--- config.mk ---
export PLATFORM = sky130hd
export DESIGN_NAME = escaner_teclado
export DESIGN_NICKNAME = d
export VERILOG_FILES = /design/src/rtl/escaner_teclado.sv
export SDC_FILE = /design/constraint.sdc
export NUM_CORES = 1
export LEC_CHECK = 0
export ABC_AREA = 0
export CORE_MARGIN = 1
export CORE_UTILIZATION = 50
export DETAILED_ROUTE_END_ITERATION = 8
export PLACE_DENSITY = 0.69
export SLEW_MARGIN = 20
export SYNTH_ARGS = -nofsm -noshare
export SYNTH_HDL_FRONTEND = slang
export SYNTH_SLANG_ARGS = --single-unit
--- constraint.sdc ---
create_clock -name clk -period 3.88 [get_ports clk]
set_clock_uncertainty 0.2 [all_clocks]
set_input_delay 0.582 -clock clk [delete_from_list [all_inputs] [get_ports clk]]
set_output_delay 0.582 -clock clk [all_outputs]
set_load 0.02 [all_outputs]
--- src/rtl/escaner_teclado.sv ---
// 4x4 matrix keypad scanner: drives one active-low column at a time, samples the
// synchronized rows at the end of each column period and debounces whole-frame results.
module escaner_teclado #(
  parameter int DIV_ESCANEO = 50000,
  parameter int REBOTE      = 4
) (
  input  logic       clk,
  input  logic       rst_n,
  input  logic [3:0] filas,
  output logic [3:0] columnas,
  output logic [3:0] tecla,
  output logic       tecla_valida,
  output logic       tecla_presionada
);

  localparam int DW = $clog2(DIV_ESCANEO);
  localparam int CW = $clog2(REBOTE + 1);

  localparam logic [1:0] INACTIVO   = 2'd0;
  localparam logic [1:0] VERIFICAR  = 2'd1;
  localparam logic [1:0] PRESIONADA = 2'd2;
  localparam logic [1:0] LIBERAR    = 2'd3;

  logic [3:0]    sync1_q, sync2_q;
  logic [DW-1:0] div_q;
  logic [1:0]    col_q;
  logic [1:0]    acc_n_q, acc_n_d;
  logic [3:0]    acc_code_q, acc_code_d;
  logic [1:0]    state_q, state_d;
  logic [CW-1:0] cnt_q, cnt_d, cnt_inc;
  logic [3:0]    cand_q, cand_d;
  logic [3:0]    tecla_q, tecla_d;
  logic          valida_q, valida_d;

  logic       muestra, fin_frame, unica;
  logic [3:0] bajas;
  logic [2:0] n_col, suma;
  logic [1:0] fila_idx, tot;
  logic [3:0] code;

  assign muestra   = (div_q == DW'(DIV_ESCANEO - 1));
  assign fin_frame = muestra && (col_q == 2'd3);
  assign bajas     = ~sync2_q;
  assign columnas  = ~(4'b0001 << col_q);

  // Frame classification: low-row count accumulated across columns, saturated at 2 (MULTIPLE).
  always_comb begin
    fila_idx = 2'd0;
    for (int i = 3; i >= 0; i--) begin
      if (bajas[i]) fila_idx = 2'(i);
    end
    n_col = {2'b00, bajas[0]} + {2'b00, bajas[1]} + {2'b00, bajas[2]} + {2'b00, bajas[3]};
    suma  = {1'b0, acc_n_q} + n_col;
    tot   = (suma >= 3'd2) ? 2'd2 : suma[1:0];
    code  = (acc_n_q == 2'd1) ? acc_code_q : {fila_idx, col_q};
    unica = (tot == 2'd1);
    acc_n_d    = acc_n_q;
    acc_code_d = acc_code_q;
    if (muestra) begin
      if (col_q == 2'd3) begin
        acc_n_d    = 2'd0;
        acc_code_d = 4'h0;
      end else begin
        acc_n_d = tot;
        if (unica) acc_code_d = code;
      end
    end
  end

  assign cnt_inc = (cnt_q == CW'(REBOTE)) ? cnt_q : cnt_q + CW'(1);

  always_comb begin
    state_d  = state_q;
    cnt_d    = cnt_q;
    cand_d   = cand_q;
    tecla_d  = tecla_q;
    valida_d = 1'b0;
    if (fin_frame) begin
      case (state_q)
        INACTIVO: begin
          if (unica) begin
            cand_d = code;
            if (REBOTE == 1) begin
              state_d  = PRESIONADA;
              tecla_d  = code;
              valida_d = 1'b1;
              cnt_d    = CW'(REBOTE);
            end else begin
              state_d = VERIFICAR;
              cnt_d   = CW'(1);
            end
          end
        end
        VERIFICAR: begin
          if (unica && code == cand_q) begin
            cnt_d = cnt_inc;
            if (cnt_inc == CW'(REBOTE)) begin
              state_d  = PRESIONADA;
              tecla_d  = cand_q;
              valida_d = 1'b1;
            end
          end else begin
            state_d = INACTIVO;
            cnt_d   = '0;
          end
        end
        PRESIONADA: begin
          if (!unica) begin
            if (REBOTE == 1) begin
              state_d = INACTIVO;
              cnt_d   = '0;
            end else begin
              state_d = LIBERAR;
              cnt_d   = CW'(1);
            end
          end
        end
        default: begin
          // A key seen again during release debounce returns silently to the held state.
          if (unica) begin
            state_d = PRESIONADA;
            cnt_d   = CW'(REBOTE);
          end else begin
            cnt_d = cnt_inc;
            if (cnt_inc == CW'(REBOTE)) begin
              state_d = INACTIVO;
              cnt_d   = '0;
            end
          end
        end
      endcase
    end
  end

  always_ff @(posedge clk) begin
    if (!rst_n) begin
      sync1_q    <= 4'b1111;
      sync2_q    <= 4'b1111;
      div_q      <= '0;
      col_q      <= 2'd0;
      acc_n_q    <= 2'd0;
      acc_code_q <= 4'h0;
      state_q    <= INACTIVO;
      cnt_q      <= '0;
      cand_q     <= 4'h0;
      tecla_q    <= 4'h0;
      valida_q   <= 1'b0;
    end else begin
      sync1_q    <= filas;
      sync2_q    <= sync1_q;
      div_q      <= muestra ? '0 : div_q + DW'(1);
      col_q      <= muestra ? col_q + 2'd1 : col_q;
      acc_n_q    <= acc_n_d;
      acc_code_q <= acc_code_d;
      state_q    <= state_d;
      cnt_q      <= cnt_d;
      cand_q     <= cand_d;
      tecla_q    <= tecla_d;
      valida_q   <= valida_d;
    end
  end

  assign tecla            = tecla_q;
  assign tecla_valida     = valida_q;
  assign tecla_presionada = (state_q == PRESIONADA) || (state_q == LIBERAR);

endmodule
==> results.md <==
* Worst reg2reg endpoint: state_q[1]
* Pwr Total at 820 µW
* I/O pin total at 16
* Max-slew headroom at 53.6%
* Cell Area, Synth at between 0.002 and 0.0025 mm²
* Clock slew at reported path FFs at 0.09 ns
* Core Footprint at 0.00469 mm²
* Cell mode on critical path: fa_1
* Power Dens Cells at between 300 and 400 mW/mm²
* Cell taking the most area after synthesis: dfxtp_1
* Critical Path RT at 3.88 ns
* Most common cell after layout, fill and taps aside: dfxtp_1
* Site Rows at 25
* Fin cells at 347
* Ant. Diodes at 0
* Vias per inst at between 5 and 6
* Final hold viol count at 0
* Placer congestion estimate at between 0.9 and 1
* Largest family of logic cells by synthesized area: simple AND/OR/NAND/NOR gates
* Slowest cell delay on critical path at 0.59 ns
* Endpoint, Worst Hold: sync2_q[2]
* Reg2reg start: acc_n_q[0]
* Initial Utilization at about 52%
* IO buf count at 15
* Initial antenna violation count at 0
* Register area share after synthesis at 37.8%
* CTS tree: yes
* Reg2reg setup slack at 0.30 ns
* Layout cells sized above 1 at ~8%
* Worst slew pin tran at 0.696 ns
* Die X at 71.8 µm
* Largest net degree at the start of global routing at 21
* Tcrit/Tclk final at just over 90%
* Max Cap Violations at 0
* Number of instances in the placed design at 338
* Crit-path slowest cell: or3b_2
* Ys async rst share at 0%
* Post-CTS Resized at 0
* Synth top area share at 37.8%
* Compound-Gate Fraction of Synth Area at 13.8%
* Setup crit start kind: register
* Final Slew Violations at 0
* Total Wirelength at 4.64 mm
* Initial DRC Count at around 120
* Root Buffer Master: clkbuf_8
* Leading post-synthesis cells by cell area: dfxtp_1, ha_1, nor2_1
* Worst Hold Launch: sync1_q[2]
* VDD IR max at slightly below 0.0002 V
* H-tree depth at 2
* Net Count, Synth at 300
* Yosys cell types at 50
* Hold path depth at 1
* DP Wirelength at approximately 3.3 mm
* RSZ-0062 raised after global routing: false
* Run status: finished, final reports clean
* Finished Core Util at between 50% and 60%
* Mapped Cells at 280
* Setup Viol. Count Final at 0
* Leak Pwr at 1.04 nW
* CTS Hold Buffers Added at 0
* TNS Setup at 0 ns
* Post-route antenna net violation count at 0
* First-pass GRT wire length at 7.73 mm
* Clk_lat worst skew at 0.30 ns
* Top FF cell, synth: dfxtp_1
* Die height at 71.8 µm
* Area of the multi-input gates at 0.00137 mm²
* Fmax achieved at 280 MHz
* Hold WC Path Type: register to register
* Num CTS Buffers at 5
* Clk sinks at 46
* Vias in the first global route at 1692
* Min cycle time layout at 3.58 ns
* Worst R2R Path Depth at 11
* Simple-Gate Fraction of Synth Area at 26.8%
* CP Class: register to register
* Critical-path cell list: inv_1, fa_1, inv_1, fa_1, fa_1, or3b_2, nand2_1, nand4_1, a21oi_1, o22ai_1, a31o_1
* GR Overflow Total at 0
* YS warnings at 0
* Register Area at approximately 920 µm²
* WL/cell at between 10 and 15 µm
* Most frequent cells in the layout: dfxtp_1, nor2_1, nand2_1
* Post-synthesis xor/xnor area fraction at 5.39%
* Synth Area in Adders at 8.12%
* Clk buf depth at 2
* EDFF count, synth at 0
* Post-CTS Setup Repair Bufs at 0
* Crit path DAT at 3.58 ns
* GR Util All Layers at between 10% and 20%
* Mean Syn Cell Area at 8.70 µm²
* Initial DRT Pass Iterations at 4
* P&R area growth vs syn at 10.4%
* Fillers at 440
* Mux share of post-synthesis cell area at 2.05%
* Fin nets at approximately 310
* Die area at 0.00516 mm²
* Synthesis-stage register bit count at 46
* Critical path peak fanout at 9
* Worst Setup End Kind: register
* Via count at a little under 2000
* Remaining DRCs at 0
[cells by family after synthesis]
| kind of cell | after synthesis |
|---|---|
| buffers and inverters | 32 |
| muxes | 5 |
| and+or+nand+nor | 119 |
| adders and majority gates | 14 |
| DFF | 46 |
| AOI/OAI and AO/OA | 49 |
| xor gates and xnor gates | 15 |
[routing by layer]
metal | vias up | wire length [µm] | GRT usage, %
li1 | 987 | - | -
met3 | 7 | 193 | 3.38
met1 | 910 | 2410 | 28.4
met5 | - | 0 | 0
met4 | 0 | 65 | 6.54
met2 | 53 | 1970 | 27.4
[where the power goes]
group / internal, mW / switching, mW
Sequential: 0.478 / 0.00409
Clock: 0.127 / 0.164
Combinational: 0.0207 / 0.0257
[cell usage after synthesis (2+ instances only)]
library cell / instances
a211o_1: 2
a21oi_1: 18
a22oi_1: 2
a32oi_1: 2
and3_1: 7
and4_1: 4
buf_6: 3
clkbuf_1: 8
dfxtp_1: 46
fa_1: 3
ha_1: 11
inv_1: 18
mux2i_1: 5
nand2_1: 22
nand2b_1: 12
nand3_1: 15
nand4_1: 5
nor2_1: 31
nor3_1: 4
nor4b_2: 2
nor4bb_1: 2
o21ai_0: 15
or3_1: 3
xnor2_1: 8
xor2_1: 7
[worst max-delay path by stage]
stage | from | endpoint | slack [ns] | cells past startpoint
floorplan | acc_n_q[0] | state_q[1] | 0.47 | 12
global placement | acc_n_q[0] | state_q[1] | 0.38 | 11
detailed placement | acc_n_q[0] | state_q[1] | 0.31 | 11
CTS | acc_n_q[0] | state_q[1] | 0.28 | 11
global route | acc_n_q[0] | state_q[1] | 0.01 | 11
finish | acc_n_q[0] | state_q[1] | 0.30 | 11
[worst max-delay path: cells and delay by family (launching register included)]
| kind | cells | cell delay (ns) |
|---|---|---|
| flip-flops | 1 | 0.37 |
| buffers and inverters | 2 | 0.12 |
| AO/OA/AOI/OAI | 3 | 0.50 |
| adder cells (fa/ha/maj) | 3 | 1.38 |
| AND/OR/NAND/NOR | 3 | 0.90 |
[sequential cells by signal, indices dropped and copies added, names as in the netlist]
register	flops
div_q	16
col_q	2
tecla_valida	1
tecla	4
sync2_q	4
cnt_q	3
sync1_q	4
acc_n_q	2
cand_q	4
acc_code_q	4
state_q	2
[metrics by stage]
| step | hold WS (ns) | setup WS (ns) | cell area [µm²] |
|---|---|---|---|
| final | 0.212 | 0.302 | 2690 |
| after global routing | 0.229 | 0.0148 | 2690 |
| after CTS | 0.217 | 0.278 | 2680 |
| after floorplan | 0.186 | 0.465 | 2440 |
| after detailed placement | 0.196 | 0.312 | 2600 |
| after global placement | 0.189 | 0.382 | 2600 |
[cell type report]
class | instances | share of cell area (%)
well taps | 54 | 2.51
inverters | 18 | 2.51
flip-flops and latches | 46 | 34.2
clock buffers | 6 | 2.70
multi-input cells | 202 | 50.8
clock inverters | 2 | 0.512
repair buffers | 19 | 6.70
(Power assumes the default switching activity.)
